$ cat config.mk
export PLATFORM = sky130hd
export DESIGN_NAME = gpio_apb_bank_ctrl
export DESIGN_NICKNAME = d
export VERILOG_FILES = /design/src/rtl/gpio_apb_bank_ctrl.sv
export SDC_FILE = /design/constraint.sdc
export NUM_CORES = 2
export LEC_CHECK = 0
export CORE_MARGIN = 4
export CORE_UTILIZATION = 55
export CTS_BUF_LIST = sky130_fd_sc_hd__clkbuf_4
export DETAILED_ROUTE_END_ITERATION = 10
export PLACE_DENSITY = 0.73
export SYNTH_ARGS = -nofsm -noshare
export SYNTH_HDL_FRONTEND = slang
export SYNTH_SLANG_ARGS = --single-unit
$ cat constraint.sdc
create_clock -name clk_i -period 13.8 [get_ports clk_i]
set_input_delay 2.07 -clock clk_i [delete_from_list [all_inputs] [get_ports clk_i]]
set_output_delay 2.07 -clock clk_i [all_outputs]
set_load 0.05 [all_outputs]
$ cat src/rtl/gpio_apb_bank_ctrl.sv
// GPIO controller with a native APB slave, 32-pin banks, per-pin input
// synchroniser and debounce filter, atomic output set/clear and W1C edge interrupts.
module gpio_apb_bank_ctrl #(
    parameter int unsigned NrGPIOs       = 64,
    parameter int unsigned ADDR_WIDTH    = 32,
    parameter int unsigned DATA_WIDTH    = 32,
    parameter int unsigned SyncStages    = 2,
    parameter int unsigned DebounceWidth = 16
) (
    input  logic                  clk_i,
    input  logic                  rst_ni,
    input  logic                  psel_i,
    input  logic                  penable_i,
    input  logic                  pwrite_i,
    input  logic [ADDR_WIDTH-1:0] paddr_i,
    input  logic [31:0]           pwdata_i,
    output logic [31:0]           prdata_o,
    output logic                  pready_o,
    output logic                  pslverr_o,
    input  logic [NrGPIOs-1:0]    gpio_in,
    output logic [NrGPIOs-1:0]    gpio_out,
    output logic [NrGPIOs-1:0]    gpio_tx_en_o,
    output logic [NrGPIOs-1:0]    gpio_in_sync_o,
    output logic                  interrupt_o
);
    localparam int unsigned NrBanks = (NrGPIOs + 31) / 32;
    localparam int unsigned PadW    = NrBanks * 32;
    localparam logic [NrBanks-1:0][31:0] ValidMask = {PadW{1'b1}} >> (PadW - NrGPIOs);
    localparam logic [ADDR_WIDTH-1:0]   DebAddr   = ADDR_WIDTH'(32'h400);

    // Elaboration-time parameter sanity
    if (DATA_WIDTH != 32) begin : g_bad_dw
        $error("gpio_apb_bank_ctrl: DATA_WIDTH must be 32");
    end
    if (SyncStages < 2) begin : g_bad_sync
        $error("gpio_apb_bank_ctrl: SyncStages must be >= 2");
    end
    if (NrGPIOs < 1 || NrGPIOs > 1024) begin : g_bad_n
        $error("gpio_apb_bank_ctrl: NrGPIOs must be 1..1024");
    end
    if (ADDR_WIDTH < 11 || DebounceWidth < 1 || DebounceWidth > 32) begin : g_bad_aw
        $error("gpio_apb_bank_ctrl: ADDR_WIDTH >= 11 and DebounceWidth 1..32 required");
    end

    typedef enum logic [1:0] {IDLE, ACCESS, RESP} state_e;

    state_e                          state_q, state_d;
    logic [ADDR_WIDTH-1:0]           addr_q;
    logic                            wr_q;
    logic [31:0]                     wdata_q;
    logic [NrBanks-1:0][31:0]        dir_q, out_q, rise_q, fall_q, status_q, status_d, set_c;
    logic [DebounceWidth-1:0]        deb_q, deb_m1;
    logic [SyncStages-1:0][NrGPIOs-1:0] sync_q;
    logic [NrGPIOs-1:0]              s_c, d_q, d_prev_q;
    logic [DebounceWidth-1:0]        cnt_q [NrGPIOs];

    logic [4:0]  bank_sel;
    logic [2:0]  reg_sel;
    logic        is_bank, is_deb, err_c, wr_commit;
    logic [31:0] rd_word;

    assign s_c            = sync_q[SyncStages-1];
    assign bank_sel       = addr_q[9:5];
    assign reg_sel        = addr_q[4:2];
    assign is_bank        = addr_q < DebAddr;
    assign is_deb         = addr_q == DebAddr;
    assign deb_m1         = deb_q - DebounceWidth'(1);
    assign gpio_out       = NrGPIOs'(out_q);
    assign gpio_tx_en_o   = NrGPIOs'(dir_q);
    assign gpio_in_sync_o = d_q;

    // Address decode and error classification of the captured transfer
    always_comb begin
        err_c = 1'b0;
        if (addr_q[1:0] != 2'b00)                                err_c = 1'b1;
        if (is_bank && ({1'b0, bank_sel} >= 6'(NrBanks)))         err_c = 1'b1;
        if (!is_bank && !is_deb)                                  err_c = 1'b1;
        if (is_bank && wr_q && (reg_sel == 3'd4))                 err_c = 1'b1;
        wr_commit = (state_q == ACCESS) && wr_q && !err_c;
    end

    // Read data mux; write-only registers read as zero
    always_comb begin
        rd_word = '0;
        if (is_deb) rd_word = 32'(deb_q);
        for (int b = 0; b < int'(NrBanks); b++) begin
            if (is_bank && (bank_sel == 5'(b))) begin
                case (reg_sel)
                    3'd0:    rd_word = dir_q[b];
                    3'd1:    rd_word = out_q[b];
                    3'd4:    rd_word = ValidMask[b] & 32'(PadW'(d_q) >> (32 * b));
                    3'd5:    rd_word = rise_q[b];
                    3'd6:    rd_word = fall_q[b];
                    3'd7:    rd_word = status_q[b];
                    default: rd_word = '0;
                endcase
            end
        end
    end

    // Status update: W1C first, then edge events so that a set wins
    always_comb begin
        set_c    = PadW'(( d_q & ~d_prev_q & NrGPIOs'(rise_q)) |
                         (~d_q &  d_prev_q & NrGPIOs'(fall_q)));
        status_d = status_q;
        for (int b = 0; b < int'(NrBanks); b++) begin
            if (wr_commit && is_bank && (bank_sel == 5'(b)) && (reg_sel == 3'd7)) begin
                status_d[b] = status_q[b] & ~wdata_q;
            end
        end
        status_d = status_d | set_c;
    end

    // APB FSM next state
    always_comb begin
        state_d = state_q;
        unique case (state_q)
            IDLE:    if (psel_i && !penable_i) state_d = ACCESS;
            ACCESS:  state_d = RESP;
            RESP:    state_d = IDLE;
            default: state_d = IDLE;
        endcase
    end

    // APB state, transfer capture and registered response
    always_ff @(posedge clk_i or negedge rst_ni) begin
        if (!rst_ni) begin
            state_q   <= IDLE;
            addr_q    <= '0;
            wr_q      <= 1'b0;
            wdata_q   <= '0;
            pready_o  <= 1'b0;
            prdata_o  <= '0;
            pslverr_o <= 1'b0;
        end else begin
            state_q <= state_d;
            if (state_q == IDLE && psel_i && !penable_i) begin
                addr_q  <= paddr_i;
                wr_q    <= pwrite_i;
                wdata_q <= pwdata_i;
            end
            pready_o  <= (state_q == ACCESS);
            pslverr_o <= (state_q == ACCESS) && err_c;
            prdata_o  <= ((state_q == ACCESS) && !wr_q && !err_c) ? rd_word : '0;
        end
    end

    // Register file writes, status and interrupt
    always_ff @(posedge clk_i or negedge rst_ni) begin
        if (!rst_ni) begin
            dir_q       <= '0;
            out_q       <= '0;
            rise_q      <= '0;
            fall_q      <= '0;
            status_q    <= '0;
            deb_q       <= '0;
            interrupt_o <= 1'b0;
        end else begin
            status_q    <= status_d;
            interrupt_o <= |status_q;
            if (wr_commit && is_deb) deb_q <= wdata_q[DebounceWidth-1:0];
            for (int b = 0; b < int'(NrBanks); b++) begin
                if (wr_commit && is_bank && (bank_sel == 5'(b))) begin
                    case (reg_sel)
                        3'd0:    dir_q[b]  <= wdata_q & ValidMask[b];
                        3'd1:    out_q[b]  <= wdata_q & ValidMask[b];
                        3'd2:    out_q[b]  <= out_q[b] | (wdata_q & ValidMask[b]);
                        3'd3:    out_q[b]  <= out_q[b] & ~wdata_q;
                        3'd5:    rise_q[b] <= wdata_q & ValidMask[b];
                        3'd6:    fall_q[b] <= wdata_q & ValidMask[b];
                        default: ;
                    endcase
                end
            end
        end
    end

    // Input synchroniser, per-pin debounce filter and edge history
    always_ff @(posedge clk_i or negedge rst_ni) begin
        if (!rst_ni) begin
            sync_q   <= '0;
            d_q      <= '0;
            d_prev_q <= '0;
            for (int i = 0; i < int'(NrGPIOs); i++) cnt_q[i] <= '0;
        end else begin
            sync_q   <= {sync_q[SyncStages-2:0], gpio_in};
            d_prev_q <= d_q;
            for (int i = 0; i < int'(NrGPIOs); i++) begin
                if (deb_q == '0) begin
                    d_q[i]   <= s_c[i];
                    cnt_q[i] <= '0;
                end else if (s_c[i] == d_q[i]) begin
                    cnt_q[i] <= '0;
                end else if (cnt_q[i] >= deb_m1) begin
                    // >= so a threshold lowered mid-count accepts on the next differing cycle
                    d_q[i]   <= s_c[i];
                    cnt_q[i] <= '0;
                end else begin
                    cnt_q[i] <= cnt_q[i] + DebounceWidth'(1);
                end
            end
        end
    end
endmodule

==> flow_summary_export.csv <==
group,metric,value,unit
status,status,"completed",
route,drc_errors,0,
clocking,clk_latency,1410,ps
power_and_ir_drop,p_leak,52.90,nW
sta,slew_headroom,6.720,%
setup_path,required,15040,ps
run,maxCapViolations,0,
floorplan,io_pins,360,
synth,syn_inst,9676,
grt,grt_max_degree,181,
synth,ys_types,77,
sta,skew,131.0,ps
setup_path,crit_chain,"inv_4 > ha_4 > or3b_2 > or4_4 > nor2_1 > xnor2_2 > buf_4 > buf_4 > ha_1 > and3_1 > a221o_1 > a211o_1 > a311o_1 > or3_1 > nor2_1",
floorplan,rows,154,
cells_and_area,finalNonFillerCells,12950,
setup_path,crit_path_end_kind,"register",
synth,synth_area_leaders,"dfrtp_1 (44%), ha_1 (12%), nor2_1 (5.4%)",
synth,syn_area,0.09813,mm2
setup_path,crit_arrival,8490,ps
setup_path,critPathLaunchType,"register",
clocking,ctsHoldBuffers,0,
sta,whs,281.8,ps
sta,period_share,52.54,%
floorplan,die-area,0.1852,mm2
clocking,cts_buffer_depth,4,
sta,final.min_clock_period,7250,ps
sta,fin_ws,6550,ps
route,postRouteAntennaNets,0,
synth,syn_avg_cell_area,10.14,um2
setup_path,cpMaxStageDelayCell,"or4_4",
sta,setup_violations,0,
route,dr.pass1.iters,9,
power_and_ir_drop,irDropWorstVdd,0.07332,mV
route,detailedRoute.firstIterationViolations,6381,
power_and_ir_drop,p_per_area,94.45,mW/mm2
clocking,cts_root_buffer,"clkbuf_4",
grt,grt_overflow_total,0,
cells_and_area,multi_input_area,0.05307,mm2
cells_and_area,syn_to_final_growth,12.10,%
cells_and_area,final_design_area_no_fill,0.1100,mm2
cells_and_area,ff_latch_area,0.04300,mm2
route,wl_per_cell,22.40,um
floorplan,coreArea,0.1767,mm2
placement,port_buffers,359,
setup_path,critPathMaxStageDelay,860,ps
min_path,min_path_type,"register to register",
synth,dominantRegCellSynth,"dfrtp_1",
cells_and_area,final_layout_size_suffix_gt1_share,12.11,%
sta,hold_violations,0,
placement,routabilityCongestion,0.8959,
sta,max_freq,137.9,MHz
floorplan,die_width,430.4,um
synth,yosysMostFrequentCell,"dfrtp_1",
clocking,clock-sinks,1718,
setup_path,worstSetupPathType,"register to register",
clocking,cts_tree,"built",
route,wl,290100,um
setup_path,crit_family,"simple AND/OR/NAND/NOR gates",
floorplan,initial_core_util,55.54,%
grt,gr-usage-all-layers,30.93,%
synth,ys_warn_count,0,
floorplan,die_h,430.4,um
setup_path,crit_buf_inv,3,
synth,yosysTopAreaCell,"dfrtp_1",
synth,syn_nets,10770,
synth,synth-async-reset-ratio,100.0,%
setup_path,cp_max_fo,44,
clocking,clkTransAtPathRegs,70,ps
route,viasPerCell,5.989,
synth,synth_top_area_share,43.81,%
placement,hpwl,187300,um
cells_and_area,n_fill_cell,14190,
grt,grt_pass1_vias,78090,
clocking,numCtsBuffers,472,
sta,tightest_slew,1386,ps
grt,antenna_found_initial,12,
placement,pre_cts_slack,6719,ps
synth,synth-seq-cells,1718,
route,via_count,77560,
sta,final.setup.tns,0,ps
placement,dpl-instance-area,0.1043,mm2
sta,slew_violations,0,
clocking,post_cts_buffers,0,
grt,grt_pass1_wl,447000,um
clocking,cts.htree.levels,5,
sta,rsz0062_at_grt,"no",
cells_and_area,fin_nets,11350,
synth,synthTopCellsByCount,"dfrtp_1 (1718), nor2_1 (1399), ha_1 (961)",
clocking,cts_resized,0,
placement,dp_cells,12130,
synth,synth-edff-count,0,
synth,ys_seq_area_share,43.81,%
[worst reg2reg max path: stages (launching register included)]
cell     delay (ps)
dfrtp_1         480
inv_4           740
ha_4            300
or3b_2          590
or4_4           860
nor2_1          320
xnor2_2         140
buf_4           730
buf_4           700
ha_1            370
and3_1          170
a221o_1         340
a211o_1         290
a311o_1         280
or3_1           580
nor2_1          200
[flip-flops by register name (all words and copies together), names as in the netlist, 2 cells and up]
register	count
addr_q	32
cnt_q	1024
d_prev_q	64
deb_q	16
fall_q	64
gpio_in_sync_o	64
gpio_out	64
gpio_tx_en_o	64
prdata_o	32
rise_q	64
s_c	64
state_q	2
status_q	64
sync_q	64
wdata_q	32
[per-stage QoR]
| stage | total power (W) | util [%] |
|---|---|---|
| after global routing | 0.01081 | 62.25 |
| after global placement | 0.005990 | 59.02 |
| after floorplan | 0.005605 | - |
| final | 0.01039 | 62.26 |
| after CTS | 0.01049 | 62.24 |
| after detailed placement | 0.006002 | 59.02 |
[routing by layer]
metal | vias up | part of all wire [%] | GRT usage (%)
met5 | - | 0 | 0
li1 | 35650 | - | -
met3 | 933 | 7.5 | 6.323
met1 | 38060 | 39 | 38.16
met2 | 2923 | 46 | 49.59
met4 | 0 | 7.2 | 20.12
[cell families (layout without fill, tap and decap cells)]
group	Yosys count	after routing	synth area share, %
and+or+nand+nor	3651	3651	17.38
xor gates and xnor gates	1080	1080	10.05
muxes	461	461	5.351
DFF	1718	1718	43.81
other	0	10	0
AOI/OAI and AO/OA	1233	1233	8.747
adders and majority gates	961	961	12.25
buffers and inverters	572	1495	2.409
[path summary, 6_finish.rpt]
check,from,end,slack (ps),cells after the start
max reg2reg,deb_q[0],cnt_q[710],6550,15
min in group asynchronous,rst_ni,cnt_q[463],640,1
max in group asynchronous,rst_ni,cnt_q[867],9980,4
min reg2reg,sync_q[3],s_c[3],280,0
min,sync_q[3],s_c[3],280,0
max,deb_q[0],cnt_q[710],6550,15
[layout by cell type (no fill, tap or decap), drive strengths merged, types with 40 or more instances in the layout]
cell type,count
xnor2,460
o21ai,236
and2,96
and3,170
nor4,50
nor2,1399
mux2,379
nand4,248
o22ai,73
inv,226
a221oi,40
mux2i,69
nand2,764
ha,961
clkinv,131
clkdlybuf4s50,358
buf,100
nand3,546
nor2b,94
nand2b,82
xor2,591
a21oi,196
a211oi,102
clkbuf,675
a21o,215
and4,57
dfrtp,1718
nor3,71
[power breakdown]
group          internal (W)  total [W]  switching (W)  leakage, nW
combinational      0.000204   0.000621       0.000417         26.2
clock               0.00228    0.00447        0.00219         3.41
sequential          0.00511    0.00530       0.000184         23.3
total               0.00760     0.0104        0.00279         52.9
[area by class of cell]
cell class                 count  area share [%]
sequential                  1718           39.09
antenna                       10         0.02275
clock buffer                 675           4.607
timing repair buffer         458           4.027
inverter                     224          0.7666
multi-input combinational   7386           48.25
clock inverter               138          0.5744
tap                         2340           2.662
(Power assumes the default switching activity.)
